### src/rtl/uart_pkg.sv
// Shared UART types and helpers for the echo datapath.
// Both RX and TX FSMs walk the same 8N1 frame phases.
package uart_pkg;

  typedef enum logic [1:0] {
    IDLE,
    START,
    DATA,
    STOP
  } uart_state_e;

  localparam int unsigned DATA_BITS = 8;

  function automatic int unsigned clks_per_bit(input int unsigned clk, input int unsigned baud);
    return clk / baud;
  endfunction

endpackage

### src/rtl/uart_rx.sv
// 8N1 receiver: two-flop synchronizer, mid-bit sampling FSM, one-cycle rx_valid pulse.
module uart_rx
  import uart_pkg::*;
#(
  parameter int unsigned CLKS_PER_BIT = 868
) (
  input  logic                 clk_i,
  input  logic                 rst_i,
  input  logic                 rxd_i,
  output logic [DATA_BITS-1:0] rx_data,
  output logic                 rx_valid
);

  localparam int unsigned CNT_W = $clog2(CLKS_PER_BIT);
  localparam int unsigned BIT_W = $clog2(DATA_BITS);
  localparam logic [CNT_W-1:0] CNT_LAST = CNT_W'(CLKS_PER_BIT - 1);
  localparam logic [CNT_W-1:0] CNT_HALF = CNT_W'(CLKS_PER_BIT / 2 - 1);
  localparam logic [BIT_W-1:0] BIT_LAST = BIT_W'(DATA_BITS - 1);

  logic [1:0]           sync_q;
  logic                 rxd_s;
  logic                 rxd_q;
  uart_state_e          state_q, state_d;
  logic [CNT_W-1:0]     cnt_q, cnt_d;
  logic [BIT_W-1:0]     bit_q, bit_d;
  logic [DATA_BITS-1:0] shift_q, shift_d;
  logic                 valid_q, valid_d;

  assign rxd_s    = sync_q[1];
  assign rx_data  = shift_q;
  assign rx_valid = valid_q;

  always_ff @(posedge clk_i or negedge rst_i) begin
    if (!rst_i) begin
      sync_q  <= 2'b11;
      rxd_q   <= 1'b1;
      state_q <= IDLE;
      cnt_q   <= '0;
      bit_q   <= '0;
      shift_q <= '0;
      valid_q <= 1'b0;
    end else begin
      sync_q  <= {sync_q[0], rxd_i};
      rxd_q   <= rxd_s;
      state_q <= state_d;
      cnt_q   <= cnt_d;
      bit_q   <= bit_d;
      shift_q <= shift_d;
      valid_q <= valid_d;
    end
  end

  // Edge-triggered start so a line still low after a framing error cannot re-arm.
  always_comb begin
    state_d = state_q;
    cnt_d   = cnt_q;
    bit_d   = bit_q;
    shift_d = shift_q;
    valid_d = 1'b0;
    case (state_q)
      IDLE: begin
        cnt_d = '0;
        bit_d = '0;
        if (rxd_q && !rxd_s) state_d = START;
      end
      START: begin
        if (cnt_q == CNT_HALF) begin
          cnt_d   = '0;
          state_d = rxd_s ? IDLE : DATA;
        end else begin
          cnt_d = cnt_q + CNT_W'(1);
        end
      end
      DATA: begin
        if (cnt_q == CNT_LAST) begin
          cnt_d   = '0;
          shift_d = {rxd_s, shift_q[DATA_BITS-1:1]};
          if (bit_q == BIT_LAST) state_d = STOP;
          else bit_d = bit_q + BIT_W'(1);
        end else begin
          cnt_d = cnt_q + CNT_W'(1);
        end
      end
      STOP: begin
        if (cnt_q == CNT_LAST) begin
          cnt_d   = '0;
          valid_d = rxd_s;
          state_d = IDLE;
        end else begin
          cnt_d = cnt_q + CNT_W'(1);
        end
      end
      default: state_d = IDLE;
    endcase
  end

endmodule

### src/rtl/uart_echo.sv
// UART byte echo: uart_rx feeds a one-byte holding register that drains into an 8N1 transmitter.
module uart_echo
  import uart_pkg::*;
#(
  parameter int unsigned CLK_FREQ_HZ = 100_000_000,
  parameter int unsigned BAUD_RATE   = 115_200
) (
  input  logic clk_i,
  input  logic rst_i,
  input  logic rxd_i,
  output logic txd_o
);

  localparam int unsigned CLKS_PER_BIT = clks_per_bit(CLK_FREQ_HZ, BAUD_RATE);
  localparam int unsigned CNT_W = $clog2(CLKS_PER_BIT);
  localparam int unsigned BIT_W = $clog2(DATA_BITS);
  localparam logic [CNT_W-1:0] CNT_LAST = CNT_W'(CLKS_PER_BIT - 1);
  localparam logic [BIT_W-1:0] BIT_LAST = BIT_W'(DATA_BITS - 1);

  logic [DATA_BITS-1:0] rx_data;
  logic                 rx_valid;

  logic [DATA_BITS-1:0] hold_q, hold_d;
  logic                 full_q, full_d;
  logic                 take;
  uart_state_e          tx_state_q, tx_state_d;
  logic [CNT_W-1:0]     tx_cnt_q, tx_cnt_d;
  logic [BIT_W-1:0]     tx_bit_q, tx_bit_d;
  logic [DATA_BITS-1:0] tx_shift_q, tx_shift_d;
  logic                 txd_q, txd_d;

  uart_rx #(.CLKS_PER_BIT(CLKS_PER_BIT)) u_rx (
    .clk_i    (clk_i),
    .rst_i    (rst_i),
    .rxd_i    (rxd_i),
    .rx_data  (rx_data),
    .rx_valid (rx_valid)
  );

  assign txd_o = txd_q;

  always_ff @(posedge clk_i or negedge rst_i) begin
    if (!rst_i) begin
      hold_q     <= '0;
      full_q     <= 1'b0;
      tx_state_q <= IDLE;
      tx_cnt_q   <= '0;
      tx_bit_q   <= '0;
      tx_shift_q <= '0;
      txd_q      <= 1'b1;
    end else begin
      hold_q     <= hold_d;
      full_q     <= full_d;
      tx_state_q <= tx_state_d;
      tx_cnt_q   <= tx_cnt_d;
      tx_bit_q   <= tx_bit_d;
      tx_shift_q <= tx_shift_d;
      txd_q      <= txd_d;
    end
  end

  // A byte arriving in the same cycle TX takes the held one refills the register.
  always_comb begin
    take       = (tx_state_q == IDLE) && full_q;
    hold_d     = hold_q;
    full_d     = full_q;
    tx_state_d = tx_state_q;
    tx_cnt_d   = tx_cnt_q;
    tx_bit_d   = tx_bit_q;
    tx_shift_d = tx_shift_q;
    txd_d      = txd_q;

    if (take) full_d = 1'b0;
    if (rx_valid && (!full_q || take)) begin
      hold_d = rx_data;
      full_d = 1'b1;
    end

    case (tx_state_q)
      IDLE: begin
        tx_cnt_d = '0;
        tx_bit_d = '0;
        txd_d    = 1'b1;
        if (full_q) begin
          tx_shift_d = hold_q;
          tx_state_d = START;
          txd_d      = 1'b0;
        end
      end
      START: begin
        if (tx_cnt_q == CNT_LAST) begin
          tx_cnt_d   = '0;
          tx_state_d = DATA;
          txd_d      = tx_shift_q[0];
        end else begin
          tx_cnt_d = tx_cnt_q + CNT_W'(1);
        end
      end
      DATA: begin
        if (tx_cnt_q == CNT_LAST) begin
          tx_cnt_d = '0;
          if (tx_bit_q == BIT_LAST) begin
            tx_state_d = STOP;
            txd_d      = 1'b1;
          end else begin
            tx_bit_d   = tx_bit_q + BIT_W'(1);
            tx_shift_d = {1'b0, tx_shift_q[DATA_BITS-1:1]};
            txd_d      = tx_shift_q[1];
          end
        end else begin
          tx_cnt_d = tx_cnt_q + CNT_W'(1);
        end
      end
      STOP: begin
        if (tx_cnt_q == CNT_LAST) begin
          tx_cnt_d   = '0;
          tx_state_d = IDLE;
        end else begin
          tx_cnt_d = tx_cnt_q + CNT_W'(1);
        end
      end
      default: tx_state_d = IDLE;
    endcase
  end

endmodule

### config.mk
export PLATFORM = sky130hd
export DESIGN_NAME = uart_echo
export DESIGN_NICKNAME = d
export VERILOG_FILES = /design/src/rtl/uart_pkg.sv /design/src/rtl/uart_rx.sv /design/src/rtl/uart_echo.sv
export SDC_FILE = /design/constraint.sdc
export NUM_CORES = 1
export LEC_CHECK = 0
export ABC_AREA = 0
export CAP_MARGIN = 20
export CORE_MARGIN = 2
export CORE_UTILIZATION = 55
export CTS_BUF_LIST = sky130_fd_sc_hd__clkbuf_2 sky130_fd_sc_hd__clkbuf_4 sky130_fd_sc_hd__clkbuf_8
export CTS_CLUSTER_DIAMETER = 30
export DETAILED_ROUTE_END_ITERATION = 8
export MAX_ROUTING_LAYER = met4
export PLACE_DENSITY = 0.71
export SLEW_MARGIN = 10
export SYNTH_ARGS = -nofsm -noshare
export SYNTH_HDL_FRONTEND = slang
export SYNTH_HIERARCHICAL = 1
export SYNTH_SLANG_ARGS = --single-unit
export TNS_END_PERCENT = 5
### constraint.sdc
create_clock -name clk_i -period 3.9 [get_ports clk_i]
set_input_delay 0.78 -clock clk_i [delete_from_list [all_inputs] [get_ports clk_i]]
set_output_delay 0.78 -clock clk_i [all_outputs]
set_load 0.02 [all_outputs]
==> flow_metrics.py <==
metrics = {
    "clocking": {
        "postCtsHoldBufs": 0,
        "cts.sinks": 60,
        "clock_latency_ns": 0.34,
        "clkTransAtPathRegs_ns": 0.07,
        "cts_buffers": 9,
        "cts_buffer_depth": 2,
        "cts_resized": 0,
        "root_buffer": "clkbuf_8",
        "cts_max_level": 3,
        "post_cts_buffers": 0,
        "tritoncts": "yes",
    },
    "drt": {
        "ant_nets": 0,
        "wirelength_microns": 5020,
        "routed-via-count": 1892,
        "drt_iter0_markers": 111,
        "drt_pass1_iterations": 4,
        "drc": 0,
        "avgRoutedWirePerCell_microns": 15.2,
        "viasPerCell": 5.72,
    },
    "synthesis": {
        "synth-edff-count": 0,
        "ys_seq_area_share_pct": 50.0,
        "async_flop_share_pct": 100,
        "ys_seq_elements": 60,
        "synthTopCellsByArea": "dfrtp_1, mux2_4, mux2_2",
        "syn_area_sq_um": 3020,
        "syn_nets": 265,
        "synthCells": 251,
        "ys.warnings.count": 6,
        "yosysTopAreaCell": "dfrtp_1",
        "synth_cell_types": 50,
        "postSynthAreaPerCell_sq_um": 12.0,
        "synthFlopType": "dfrtp_1",
        "synth_top_cell_area_share_pct": 46.5,
    },
    "hold_path": {
        "hold_class": "register to register",
    },
    "setup_path": {
        "r2r-start": "tx_bit_q[0]",
        "end_kind": "register",
        "worstSetupEndpoint": "tx_shift_q[6]",
        "worst-r2r-cell-count": 6,
        "critPathArrivalTime_ns": 2.60,
        "crit_path_start_kind": "register",
        "critical_path_required_ns": 4.12,
        "cp_max_fo": 8,
        "rr_endpoint": "tx_shift_q[6]",
        "cp-startpoint": "tx_bit_q[0]",
        "worstSetupPathType": "register to register",
        "r2r_slack_ns": 1.52,
    },
    "grt": {
        "grt_pass1_vias": 1896,
        "grt.total_usage_pct": 19.5,
        "antenna_found_initial": 0,
        "grt_pass1_wl_microns": 8850,
        "grt-ovfl-total": 0,
        "grt_max_degree": 45,
    },
    "layout": {
        "drive_gt1_share_pct": 24.1,
        "final_common_cell": "dfrtp_1",
        "diodes": 0,
        "final_nets": 270,
        "final_cell_mix": "dfrtp_1, nand2_1, nor2_1, mux2_2, mux2_4",
        "area_delta_synth_final_pct": 9.50,
    },
    "status": {
        "status": "finished clean",
    },
    "floorplanning": {
        "start_util_pct": 57.9,
        "dieWidth_microns": 78.0,
        "die-area_sq_um": 6090,
        "die-height_microns": 78.0,
        "io_pins": 4,
        "rows": 26,
        "core-area_sq_um": 5200,
    },
    "power": {
        "power.leakage_uw": 0.00153,
        "vdd_ir_drop_max_uv": 351,
        "power.density_nw_per_um2": 436,
        "total_power_uw": 1440,
    },
    "timing": {
        "fin_skew_ns": 0.00605,
        "setup_viol": 0,
        "fin_crit_sh_pct": 61.0,
        "period_needed_ns": 2.38,
        "hold_violations": 0,
        "rsz0062_at_grt": "no",
        "tns_ns": 0,
        "timing.fmax_mhz": 420,
        "worstMarginPinSlew_ns": 0.958,
        "max_slew_margin_pct": 36.1,
        "slew_viol_final": 0,
    },
    "run": {
        "maxCapViolations": 0,
    },
    "place": {
        "portBuffers": 3,
        "gp_congestion": 0.762,
        "dp_hpwl_microns": 3370,
    },
}
## cell type report
type                            count  area (sq um)
Clock inverter                      6          87.6
Sequential cell                    60          1510
Clock buffer                       10           138
Inverter                           11          41.3
Fill cell                         421          1900
Timing Repair Buffer                4          32.5
Multi-Input combinational cell    170          1410
Tap cell                           70          87.6
## worst max-delay path, cell delays in order (launching register included)
cell and delay (ns):
dfrtp_1 0.41, ha_1 0.21, ha_1 0.23, nor4b_4 0.34
nand4_4 0.17, a221o_1 0.53, mux2_4 0.37
## logic make-up (layout without fill, tap and decap cells)
family                     Yosys count  count (layout)  share of synthesized area [%]
buffers and inverters               21              31                           3.32
xor gates and xnor gates            12              12                           3.49
and+or+nand+nor                     78              78                           15.3
AOI/OAI and AO/OA                   34              34                           8.46
DFF                                 60              60                           50.0
muxes                               35              35                           14.9
adders and majority gates           11              11                           4.56
## how the worst min path moves through the flow
stage,from,to,slack (ns),depth (start not counted)
after floorplan,u_rx/sync_q[0],u_rx/sync_q[1],0.35,0
after global placement,u_rx/sync_q[0],u_rx/sync_q[1],0.35,0
after detailed placement,u_rx/sync_q[0],u_rx/sync_q[1],0.35,0
after CTS,u_rx/sync_q[0],u_rx/sync_q[1],0.36,0
after global routing,u_rx/sync_q[0],u_rx/sync_q[1],0.37,0
final,u_rx/sync_q[0],u_rx/sync_q[1],0.36,0
## per-stage QoR
step / setup slack [ns] / instance area [sq um] / cells / utilization [%] / hold slack, ns
after floorplan: 1.75 / 3020 / 251 / - / 0.345
after global placement: 1.60 / 3080 / 315 / 59.1 / 0.346
after detailed placement: 1.52 / 3080 / 315 / 59.1 / 0.347
after CTS: 1.52 / 3300 / 331 / 63.4 / 0.358
after global routing: 1.41 / 3300 / 331 / 63.4 / 0.367
final: 1.52 / 3300 / 331 / 63.4 / 0.356
## cell usage after synthesis (2+ instances only)
master    number
clkbuf_1       4
ha_1          11
mux2_2        16
a22oi_1        5
nor4_1         2
nand2b_1       5
nor2_1        16
o21ai_0        6
o211ai_1       4
o311ai_0       4
or4bb_1        2
a21oi_1        4
xnor2_1        8
or3_1          5
nand2_1       19
o31ai_2        2
mux2_4        16
nand4_1        3
xor2_1         4
dfstp_2        4
o31ai_1        2
inv_1         11
dfrtp_1       56
buf_6          2
mux2i_1        3
nand3_1        9
nor2b_1        4
or4_2          2
## routing by layer
layer / track usage, % / wire length, microns / up-vias
met3: 4.94 / 121 / 13
met5: - / 0 / -
met1: 26.2 / 2520 / 938
li1: - / - / 921
met4: 10.4 / 133 / 0
met2: 27.5 / 2240 / 20
## report_power, final
| part | switching, uW | leakage, uW | internal [uW] |
|---|---|---|---|
| logic | 60.3 | 0.000615 | 44.9 |
| registers | 48.6 | 0.000807 | 660 |
| clock network | 249 | 0.000105 | 375 |
| total | 358 | 0.00153 | 1080 |
## registers in the layout, indices dropped and copies added (netlist names), 2 cells and up, named ones only
signal / cells
hold_q: 8
tx_bit_q: 3
tx_cnt_q: 10
tx_shift_q: 8
tx_state_q: 2
u_rx/bit_q: 3
u_rx/cnt_q: 10
u_rx/rx_data: 8
u_rx/sync_q: 2
Note: power is estimated with default switching activity, not from simulation.
